## src/rtl/hub75_scan_scheduler.sv

```systemverilog
`default_nettype none
// ============================================================================
//  Module      : hub75_scan_scheduler
//  Description : HUB75 panel scan sequencer using binary-code-modulation
//                bit-planes. For each plane it walks the framebuffer columns
//                (two cycles per column), then blanks, latches the row and
//                starts the display slot (OE_BASE_TICKS << plane cycles).
//                Shifting of the next plane overlaps the current display slot.
//  Revision    : 1.0 - initial release
// ----------------------------------------------------------------------------
//  Ports
//    clk_in       in   system clock
//    reset_n      in   asynchronous active-low reset
//    enable       in   run scan, sampled in IDLE and at each latch
//    brightness   in   [7:0] global dimming (only with HUB75_GLOBAL_DIMMING_EN)
//    col_addr     out  framebuffer column being shifted
//    shift_row    out  framebuffer row being shifted
//    shift_plane  out  bit-plane being shifted
//    pixel_clk    out  panel shift clock
//    row_latch    out  panel latch strobe
//    oe_n         out  panel output enable, active-low
//    row_address  out  panel row select
//    frame_done   out  pulse at the latch of the last row/plane of a frame
//    busy         out  high whenever not idle
//  Build option
//    HUB75_GLOBAL_DIMMING_EN : adds brightness; only the first
//                              (slot*brightness)>>8 cycles of a slot are lit.
// ============================================================================
module hub75_scan_scheduler #(
    parameter int PIXEL_WIDTH      = 64,
    parameter int PIXEL_HALFHEIGHT = 16,
    parameter int BCM_BITS         = 6,
    parameter int OE_BASE_TICKS    = 32
) (
    input  logic                                clk_in,
    input  logic                                reset_n,
    input  logic                                enable,
`ifdef HUB75_GLOBAL_DIMMING_EN
    input  logic [7:0]                          brightness,
`endif
    output logic [$clog2(PIXEL_WIDTH)-1:0]      col_addr,
    output logic [$clog2(PIXEL_HALFHEIGHT)-1:0] shift_row,
    output logic [$clog2(BCM_BITS)-1:0]         shift_plane,
    output logic                                pixel_clk,
    output logic                                row_latch,
    output logic                                oe_n,
    output logic [$clog2(PIXEL_HALFHEIGHT)-1:0] row_address,
    output logic                                frame_done,
    output logic                                busy
);

    localparam int CW = $clog2(PIXEL_WIDTH);
    localparam int RW = $clog2(PIXEL_HALFHEIGHT);
    localparam int PW = $clog2(BCM_BITS);
    localparam int TW = $clog2(OE_BASE_TICKS << BCM_BITS);

    localparam logic [CW-1:0] C_COL_LAST   = CW'(PIXEL_WIDTH - 1);
    localparam logic [RW-1:0] C_ROW_LAST   = RW'(PIXEL_HALFHEIGHT - 1);
    localparam logic [PW-1:0] C_PLANE_LAST = PW'(BCM_BITS - 1);

    localparam logic [2:0] C_ST_IDLE  = 3'd0;
    localparam logic [2:0] C_ST_SHIFT = 3'd1;
    localparam logic [2:0] C_ST_WAIT  = 3'd2;
    localparam logic [2:0] C_ST_BLANK = 3'd3;
    localparam logic [2:0] C_ST_LATCH = 3'd4;
    localparam logic [2:0] C_ST_DRAIN = 3'd5;

    logic [2:0]    r_state;
    logic [2:0]    w_next_state;
    logic          r_phase;       // 0: column presented, 1: pixel_clk high
    logic [CW-1:0] r_col;
    logic [RW-1:0] r_row;
    logic [PW-1:0] r_plane;
    logic [RW-1:0] r_row_addr;
    logic [TW-1:0] r_timer;
    logic [TW-1:0] w_slot;
    logic          w_lit;

    assign w_slot = TW'(OE_BASE_TICKS) << r_plane;

    // ------------------------------------------------------------------
    // State register
    // ------------------------------------------------------------------
    always_ff @(posedge clk_in or negedge reset_n) begin
        if (!reset_n) begin
            r_state <= C_ST_IDLE;
        end else begin
            r_state <= w_next_state;
        end
    end

    // ------------------------------------------------------------------
    // Next-state logic
    // ------------------------------------------------------------------
    always_comb begin
        w_next_state = r_state;
        case (r_state)
            C_ST_IDLE:  if (enable) w_next_state = C_ST_SHIFT;
            C_ST_SHIFT: if (r_phase && (r_col == C_COL_LAST)) w_next_state = C_ST_WAIT;
            // Leave while the timer shows its last lit tick so that the
            // blanking cycle lands exactly where the timer reaches zero.
            C_ST_WAIT:  if (r_timer <= TW'(1)) w_next_state = C_ST_BLANK;
            C_ST_BLANK: w_next_state = C_ST_LATCH;
            C_ST_LATCH: w_next_state = enable ? C_ST_SHIFT : C_ST_DRAIN;
            C_ST_DRAIN: if (r_timer == '0) w_next_state = C_ST_IDLE;
            default:    w_next_state = C_ST_IDLE;
        endcase
    end

    // ------------------------------------------------------------------
    // Output logic
    // ------------------------------------------------------------------
    always_comb begin
        pixel_clk  = 1'b0;
        row_latch  = 1'b0;
        frame_done = 1'b0;
        busy       = (r_state != C_ST_IDLE);
        oe_n       = ~w_lit;
        case (r_state)
            C_ST_IDLE:  oe_n = 1'b1;
            C_ST_SHIFT: pixel_clk = r_phase;
            C_ST_BLANK: oe_n = 1'b1;
            C_ST_LATCH: begin
                row_latch  = 1'b1;
                frame_done = (r_row == C_ROW_LAST) && (r_plane == C_PLANE_LAST);
            end
            default: ;
        endcase
    end

    // ------------------------------------------------------------------
    // Shift/scan datapath
    // ------------------------------------------------------------------
    always_ff @(posedge clk_in or negedge reset_n) begin
        if (!reset_n) begin
            r_phase    <= 1'b0;
            r_col      <= '0;
            r_row      <= '0;
            r_plane    <= '0;
            r_row_addr <= '0;
        end else begin
            case (r_state)
                C_ST_IDLE: begin
                    // A fresh scan always starts at row 0, plane 0.
                    if (enable) begin
                        r_phase <= 1'b0;
                        r_col   <= '0;
                        r_row   <= '0;
                        r_plane <= '0;
                    end
                end
                C_ST_SHIFT: begin
                    r_phase <= ~r_phase;
                    // Column holds at the last one once the shift completes.
                    if (r_phase && (r_col != C_COL_LAST)) begin
                        r_col <= r_col + CW'(1);
                    end
                end
                C_ST_LATCH: begin
                    r_row_addr <= r_row;
                    r_col      <= '0;
                    r_phase    <= 1'b0;
                    if (r_plane == C_PLANE_LAST) begin
                        r_plane <= '0;
                        r_row   <= (r_row == C_ROW_LAST) ? '0 : r_row + RW'(1);
                    end else begin
                        r_plane <= r_plane + PW'(1);
                    end
                end
                default: ;
            endcase
        end
    end

    // ------------------------------------------------------------------
    // Display timer: free-running down-counter reloaded at each latch
    // ------------------------------------------------------------------
    always_ff @(posedge clk_in or negedge reset_n) begin
        if (!reset_n) begin
            r_timer <= '0;
        end else if (r_state == C_ST_LATCH) begin
            r_timer <= w_slot;
        end else if (r_timer != '0) begin
            r_timer <= r_timer - TW'(1);
        end
    end

`ifdef HUB75_GLOBAL_DIMMING_EN
    // The panel is lit while the timer is above (slot - on_ticks), i.e. for
    // the first on_ticks cycles of the slot.
    logic [TW+7:0] w_prod;
    logic [TW-1:0] w_on_ticks;
    logic [TW-1:0] r_off_thresh;

    assign w_prod     = (TW+8)'(w_slot) * (TW+8)'(brightness);
    assign w_on_ticks = TW'(w_prod >> 8);

    always_ff @(posedge clk_in or negedge reset_n) begin
        if (!reset_n) begin
            r_off_thresh <= '0;
        end else if (r_state == C_ST_LATCH) begin
            r_off_thresh <= w_slot - w_on_ticks;
        end
    end

    assign w_lit = (r_timer > r_off_thresh);
`else
    assign w_lit = (r_timer != '0);
`endif

    assign col_addr    = r_col;
    assign shift_row   = r_row;
    assign shift_plane = r_plane;
    assign row_address = r_row_addr;

endmodule
`default_nettype wire

```

## config.mk

```make
export PLATFORM = sky130hd
export DESIGN_NAME = hub75_scan_scheduler
export DESIGN_NICKNAME = d
export VERILOG_FILES = /design/src/rtl/hub75_scan_scheduler.sv
export SDC_FILE = /design/constraint.sdc
export NUM_CORES = 1
export LEC_CHECK = 0
export ABC_AREA = 1
export CAP_MARGIN = 20
export CELL_PAD_IN_SITES_DETAIL_PLACEMENT = 0
export CELL_PAD_IN_SITES_GLOBAL_PLACEMENT = 2
export CORE_MARGIN = 2
export CORE_UTILIZATION = 36
export CTS_BUF_LIST = sky130_fd_sc_hd__clkbuf_8
export CTS_CLUSTER_SIZE = 25
export DETAILED_ROUTE_END_ITERATION = 7
export GPL_TIMING_DRIVEN = 0
export PLACE_DENSITY = 0.87
export SETUP_SLACK_MARGIN = 0.05
export SLEW_MARGIN = 20
export SYNTH_ARGS = -nofsm -noshare
export SYNTH_HDL_FRONTEND = slang
export SYNTH_SLANG_ARGS = --single-unit
```

## constraint.sdc

```tcl
create_clock -name clk_in -period 2.18 [get_ports clk_in]
set_clock_uncertainty 0.15 [all_clocks]
set_input_delay 0.436 -clock clk_in [delete_from_list [all_inputs] [get_ports clk_in]]
set_output_delay 0.436 -clock clk_in [all_outputs]
set_load 0.01 [all_outputs]
```

==> results by group, run 1 <==
Outcome
  – Status: completed

Setup path
  – Critical-path cell list: buf_6 -> nor2_4 -> nand2_2 -> inv_4 -> buf_6 -> clkdlybuf4s15_1
  – Crit path launch type: flop
  – CP startpoint: r_state[0]
  – Crit path kind: flop to primary output
  – Max stage delay cell, worst path: dfrtp_1
  – CP Capture Type: primary output
  – Reg2reg end: r_timer[1]
  – CP arrival: 1.45 ns
  – Crit path max fanout: 10
  – Critical Path RT: between 1.5 and 2 ns
  – Crit path largest cell delay: ~0.37 ns
  – Reg2Reg Depth: 9
  – Most used cell, CP: buf_6
  – RR Startpoint: r_timer[0]
  – Crit path to: row_latch
  – R2R Setup Slk: 0.55 ns

Die
  – Die area: ~6000 um^2
  – Die Height: slightly below 80 um
  – Core ar.: 5107 um^2
  – Die Wd: ~77 um
  – Row cnt: 26
  – Initial Util: between 30% and 40%
  – I/O pin count: 25

Final layout
  – Layout Nets: approximately 290
  – Diodes inserted: 0
  – Final-layout fill cell count: ~540
  – Design area: 2476 um^2
  – Fraction of final layout cells sized beyond drive strength 1: between 20% and 30%
  – Multi-input gate area: 979.7 um^2
  – FF+latch area: around 800 um^2
  – Area growth, synth to finish: 29.35%
  – Core Util, Final: 48.48%

STA
  – Final Cycle Share: between 90 and 100%
  – Slew HR: about three quarters
  – Setup TNS: 0 ns
  – Hold slack: around 0.32 ns
  – Fmax: 490.6 MHz
  – Worst slew pin tran: approximately 0.40 ns
  – Final Critical Period: just over 2 ns
  – Max-slew violation count: 0
  – Setup violators final: 0
  – Final hold violations: 0
  – RSZ-0062 raised after global routing: no

Routing
  – Top layer in use: met4
  – Drt drc: 0
  – Drt wl/cell: around 12 um
  – DR vias/cell: around 4.7
  – Via count: roughly 1700
  – Wire length on met2: 2112 um
  – M1 wire length: 2026 um
  – Pre-antenna DRT Iters: 4
  – Routed Antenna Nets: 0
  – Iter 0 DRT Violations: 43
  – Metal3 WL: roughly 160 um
  – Final wirelength: 4335 um

Yosys
  – Main synth FF type: dfrtp_1
  – Post-synth EDFFs: 0
  – Top cells by count, synth: nand2_1 (49), dfrtp_1 (32), nor2_1 (27)
  – Yosys warnings: 0
  – Post-synth top area share: 41.83%
  – Synth top area cells: dfrtp_1 (42%), nand2_1 (9.6%), nand3_1 (5.8%)
  – #FFs+latches synth: 32
  – Syn_area_per_cell: between 7 and 8 um^2
  – Mapped Cells: between 200 and 250
  – Most common cell in the netlist: nand2_1
  – Mapped Nets: roughly 250
  – Asr flop ratio synth: between 90% and 100%
  – Synth unique cells: 30
  – Largest area contributor in the netlist: dfrtp_1
  – Sequential fraction of the synthesis area: a little over two fifths
  – Post-Syn Area: about 1900 um^2

GRT
  – Vias in the first global route: approximately 1600
  – Total gr overflow: 0
  – Total track usage: between 15 and 20%
  – Largest net degree at the start of global routing: 19
  – First-pass GRT wire length: a little over 7000 um
  – Initial antenna violation count: 0

Clocking
  – CTS sink count: 32
  – Clock transition at path regs: 0.07 ns
  – Num CTS Buffers: 5
  – H-tree Lvls: 2
  – Clock Tree Buf Depth: 2
  – Clock latency on the worst-skew pair: 0.29 ns
  – CTS tree: done
  – Root Buffer: clkbuf_8

Pwr
  – Net Switching: between 1 and 1.5 mW
  – Seq pwr share: about a third
  – Pint: approximately 1.7 mW
  – Clock power share: 18.8%
  – Final Power: ~3.0 mW
  – LEAKAGE: between 1 and 1.5 nW
  – Worst VDD drop: approximately 0.62 mV
  – Combinational power share: around half
  – Switch share: a little over two fifths
  – Power Density: approximately 1200 nW/um^2

Place
  – Placer Congestion: roughly 0.76
  – # port buffers: 24
  – Hpwl dp: about 3300 um
  – Post-DP Area: approximately 2300 um^2

Hold path
  – HP Class: flop to flop

Run
  – Max Cap Viol: 0
[repair_timing]
action	CTS	global route
hold buffers	1	0
endpoints found under the setup margin	5	3
hold endpoints to repair	14	0
buffers inserted	3	4
gates resized for setup	19	12
pin swaps	2	2
[stage by stage]
| stage | std cells | setup WS, ns |
|---|---|---|
| finish | 355 | 0.1419 |
| global route | 355 | 0.05096 |
| CTS | 351 | 0.0001590 |
| detailed placement | 339 | -0.1913 |
| global placement | 338 | -0.2068 |
| floorplan | 244 | 0.5156 |
[power groups by stage]
stage / clock network (mW) / registers (mW) / logic, mW
finish: 0.569 / 0.986 / 1.48
global route: 0.611 / 1.01 / 1.66
floorplan: 0 / 0.972 / 0.983
CTS: 0.588 / 0.972 / 1.43
detailed placement: 0 / 0.983 / 1.40
global placement: 0 / 0.984 / 1.41
[registers in the layout, indices dropped and copies added (netlist names)]
name         flops
r_timer         11
col_addr         6
row_address      4
shift_row        4
r_state          3
shift_plane      3
r_phase          1
[cell families after synthesis]
family	share of synthesized area, %
DFF	41.83
buffers and inverters	9.215
and+or+nand+nor	30.46
AOI/OAI and AO/OA	11.37
xor gates and xnor gates	3.203
adders and majority gates	3.921
[how the worst min path moves through the flow]
stage	from	end	depth (start not counted)
global route	r_phase	r_phase	2
finish	r_phase	r_phase	2
CTS	r_phase	r_phase	2
floorplan	reset_n	col_addr[0]	0
detailed placement	reset_n	r_state[0]	1
global placement	r_phase	r_phase	2
[worst max-delay path: cells and delay by family (launching register included)]
family | cells | cell delay (ns)
DFF | 1 | 0.37
buffers and inverters | 4 | 0.62
and+or+nand+nor | 2 | 0.18
[cells in the final DEF, fill, tap and decap left out, types with 2 or more instances in the layout]
| cell type | instances |
|---|---|
| inv_4 | 3 |
| nor2_2 | 5 |
| nand2_2 | 6 |
| xor2_1 | 6 |
| o21ai_1 | 4 |
| nand2_1 | 48 |
| buf_6 | 3 |
| nand3_1 | 20 |
| nor2_4 | 6 |
| nand4_1 | 5 |
| nor3_1 | 4 |
| o21ai_0 | 12 |
| buf_4 | 7 |
| buf_2 | 4 |
| ha_1 | 5 |
| nor2_1 | 24 |
| a21oi_2 | 4 |
| inv_1 | 22 |
| a21oi_1 | 8 |
| nand3_2 | 3 |
| dfrtp_1 | 30 |
| o211ai_1 | 3 |
| dlygate4sd2_1 | 2 |
| clkdlybuf4s50_1 | 18 |
| clkbuf_8 | 5 |
| dfrtp_2 | 2 |
| inv_2 | 10 |
[area by class of cell]
type / count / area share [%]
buffer: 4 / 1.566
clock buffer: 5 / 2.779
clock inverter: 3 / 1.718
inverter: 36 / 5.761
timing repair buffer: 33 / 12.63
multi-input combinational: 172 / 39.57
tap: 70 / 3.537
sequential: 32 / 32.44
[layer usage]
metal	up-vias	GRT usage, %
li1	865	-
met1	790	19.79
met4	0	4.727
met5	-	0
met3	4	3.529
met2	20	25.88
(Power assumes the default switching activity.)
==> run 2, diff against run 1 <==
--- a/config.mk
+++ b/config.mk
@@ -10,13 +10,15 @@
 export CELL_PAD_IN_SITES_DETAIL_PLACEMENT = 0
 export CELL_PAD_IN_SITES_GLOBAL_PLACEMENT = 2
 export CORE_MARGIN = 2
-export CORE_UTILIZATION = 36
+export CORE_UTILIZATION = 41
 export CTS_BUF_LIST = sky130_fd_sc_hd__clkbuf_8
 export CTS_CLUSTER_SIZE = 25
 export DETAILED_ROUTE_END_ITERATION = 7
+export DONT_BUFFER_PORTS = 1
 export GPL_TIMING_DRIVEN = 0
-export PLACE_DENSITY = 0.87
+export PLACE_DENSITY = 0.86
 export SETUP_SLACK_MARGIN = 0.05
+export SKIP_CTS_REPAIR_TIMING = 1
 export SLEW_MARGIN = 20
 export SYNTH_ARGS = -nofsm -noshare
 export SYNTH_HDL_FRONTEND = slang
==> run 2 against run 1 <==
Net effect: first-iteration DRC count up 42%; setup slack worse by 0.0011 ns; maximum frequency about the same; sequential share of layout area up 4.7 points; via count down 7.1%; core utilization up 0.50 points; global-route usage up 2.5 points; combinational power down 18%; register-to-register slack worse by 0.05 ns; sequential power about the same; cell area down 13%; highest routed layer unchanged.
==> results by group, run 2 (same netlist as run 1, synthesis figures left out) <==
Pwr
  – Worst VDD drop: about 0.63 mV
  – LEAKAGE: between 1 and 1.5 nW
  – Power Density: 1286 nW/um^2
  – Final Power: approximately 2.8 mW

Place
  – # port buffers: 0
  – Hpwl dp: 3135 um
  – Placer Congestion: roughly 0.73
  – Post-DP Area: around 2000 um^2

STA
  – RSZ-0062 raised after global routing: no
  – Setup violators final: 0
  – Slew HR: about four fifths
  – Worst slew pin tran: 0.2957 ns
  – Final Cycle Share: roughly 94%
  – Final hold violations: 0
  – Fmax: about 490 MHz
  – Max-slew violation count: 0
  – Final Critical Period: between 2 and 2.5 ns

Final layout
  – Multi-input gate area: 949.7 um^2
  – Commonest non-fill, non-tap cells in the layout: nand2_1 (48), dfrtp_1 (30), inv_1 (25), nor2_1 (25), nand3_1 (21)
  – Area growth, synth to finish: 12.94%
  – Design area: around 2200 um^2
  – Diodes inserted: 0
  – Largest Register: r_timer
  – Layout Nets: between 200 and 300
  – Largest register FFs: 11
  – Final-layout fill cell count: 462
  – Leading cell type in the layout, fill and taps excluded: nand2_1
  – FF+latch area: about 800 um^2
  – Fraction of final layout cells sized beyond drive strength 1: 20.93%

Setup path
  – Reg2Reg Depth: 9
  – Crit path kind: flop to primary output
  – Crit path launch type: flop
  – CP startpoint: r_timer[0]
  – Crit path max fanout: 5
  – RR Startpoint: r_timer[0]
  – Crit path to: oe_n
  – Critical Path RT: 1.59 ns
  – CP Capture Type: primary output
  – Reg2reg end: r_timer[1]
  – CP arrival: roughly 1.5 ns
  – R2R Setup Slk: ~0.50 ns

Die
  – Row cnt: 24
  – Die Wd: about 72 um
  – Die area: 5232 um^2
  – Core ar.: approximately 4400 um^2
  – Initial Util: between 40% and 50%
  – Die Height: roughly 72 um
  – I/O pin count: 25

GRT
  – Total gr overflow: 0
  – Vias in the first global route: roughly 1500
  – Initial antenna violation count: 0
  – Total track usage: between 10% and 20%
  – Largest net degree at the start of global routing: 33
  – First-pass GRT wire length: slightly above 7000 um

Routing
  – Final wirelength: around 4200 um
  – Drt wl/cell: between 10 and 15 um
  – Iter 0 DRT Violations: a little over 60
  – Drt drc: 0
  – Routed Antenna Nets: 0
  – DR vias/cell: slightly above 5
  – Via count: about 1600
  – Pre-antenna DRT Iters: 4

Clocking
  – CTS sink count: 32
  – Num CTS Buffers: 5
  – CTS tree: done
  – Clock latency on the worst-skew pair: just under 0.3 ns
  – Clock transition at path regs: around 0.070 ns
  – Clock Tree Buf Depth: 2
  – H-tree Lvls: 2
  – Root Buffer: clkbuf_8

Run
  – Max Cap Viol: 0

Hold path
  – HP Class: primary input to flop
  – Hold path start: enable

Outcome
  – Status: completed
## run 2: cell count changes in the layout (fill, tap and decap cells not counted), sizes merged
cell	delta
buf	-6
clkdlybuf4s15	-1
clkdlybuf4s50	-18
clkinvlp	-1
dlygate4sd2	-2
inv	+1
## run 2: final cells by class
class | count | area share, %
timing repair buffer | 6 | 2.778
clock inverter | 3 | 1.794
clock buffer | 5 | 3.183
inverter | 36 | 6.366
sequential | 32 | 37.15
tap | 52 | 3.009
buffer | 4 | 1.794
multi-input combinational | 172 | 43.92
## run 2: worst max-delay path: stages, from the launching register on
cell	delay (ns)
dfrtp_1	0.40
inv_1	0.12
ha_1	0.16
nand3_1	0.11
nor2_4	0.17
inv_2	0.10
nand3_2	0.09
## run 2: how the worst min path moves through the flow
| stage | slack (ns) | end | cells past startpoint |
|---|---|---|---|
| detailed placement | -0.009 | r_timer[3] | 0 |
| CTS | -0.33 | r_timer[3] | 0 |
| floorplan | -0.01 | col_addr[0] | 0 |
| finish | 0.12 | r_state[2] | 1 |
| global route | 0.12 | r_state[2] | 1 |
| global placement | -0.008 | r_timer[4] | 0 |
## run 2: metrics by stage
stage | hold slack (ns) | std cells | setup TNS, ns | utilization, % | worst slack [ns]
6_report | 0.1245 | 310 | 0 | 48.98 | 0.1407
3_3_place_gp | -0.008373 | 296 | 0 | 44.84 | 0.3040
2_1_floorplan | -0.009591 | 244 | 0 | - | 0.5156
3_5_place_dp | -0.008625 | 296 | 0 | 44.84 | 0.2940
4_1_cts | -0.3250 | 304 | -0.03195 | 47.28 | -0.03195
5_1_grt | 0.1241 | 310 | 0 | 48.98 | 0.05605
## run 2: power breakdown
part	leakage (nW)	switching, mW	internal [mW]
logic	0.549	0.773	0.437
clock network	0.0593	0.225	0.334
registers	0.417	0.226	0.784
## run 2: per-layer routing
layer | GRT usage (%) | wire length, um
met1 | 23.35 | 2059
met2 | 28.64 | 1968
met3 | 4.583 | 135
met4 | 6.918 | 72
met5 | 0 | 0
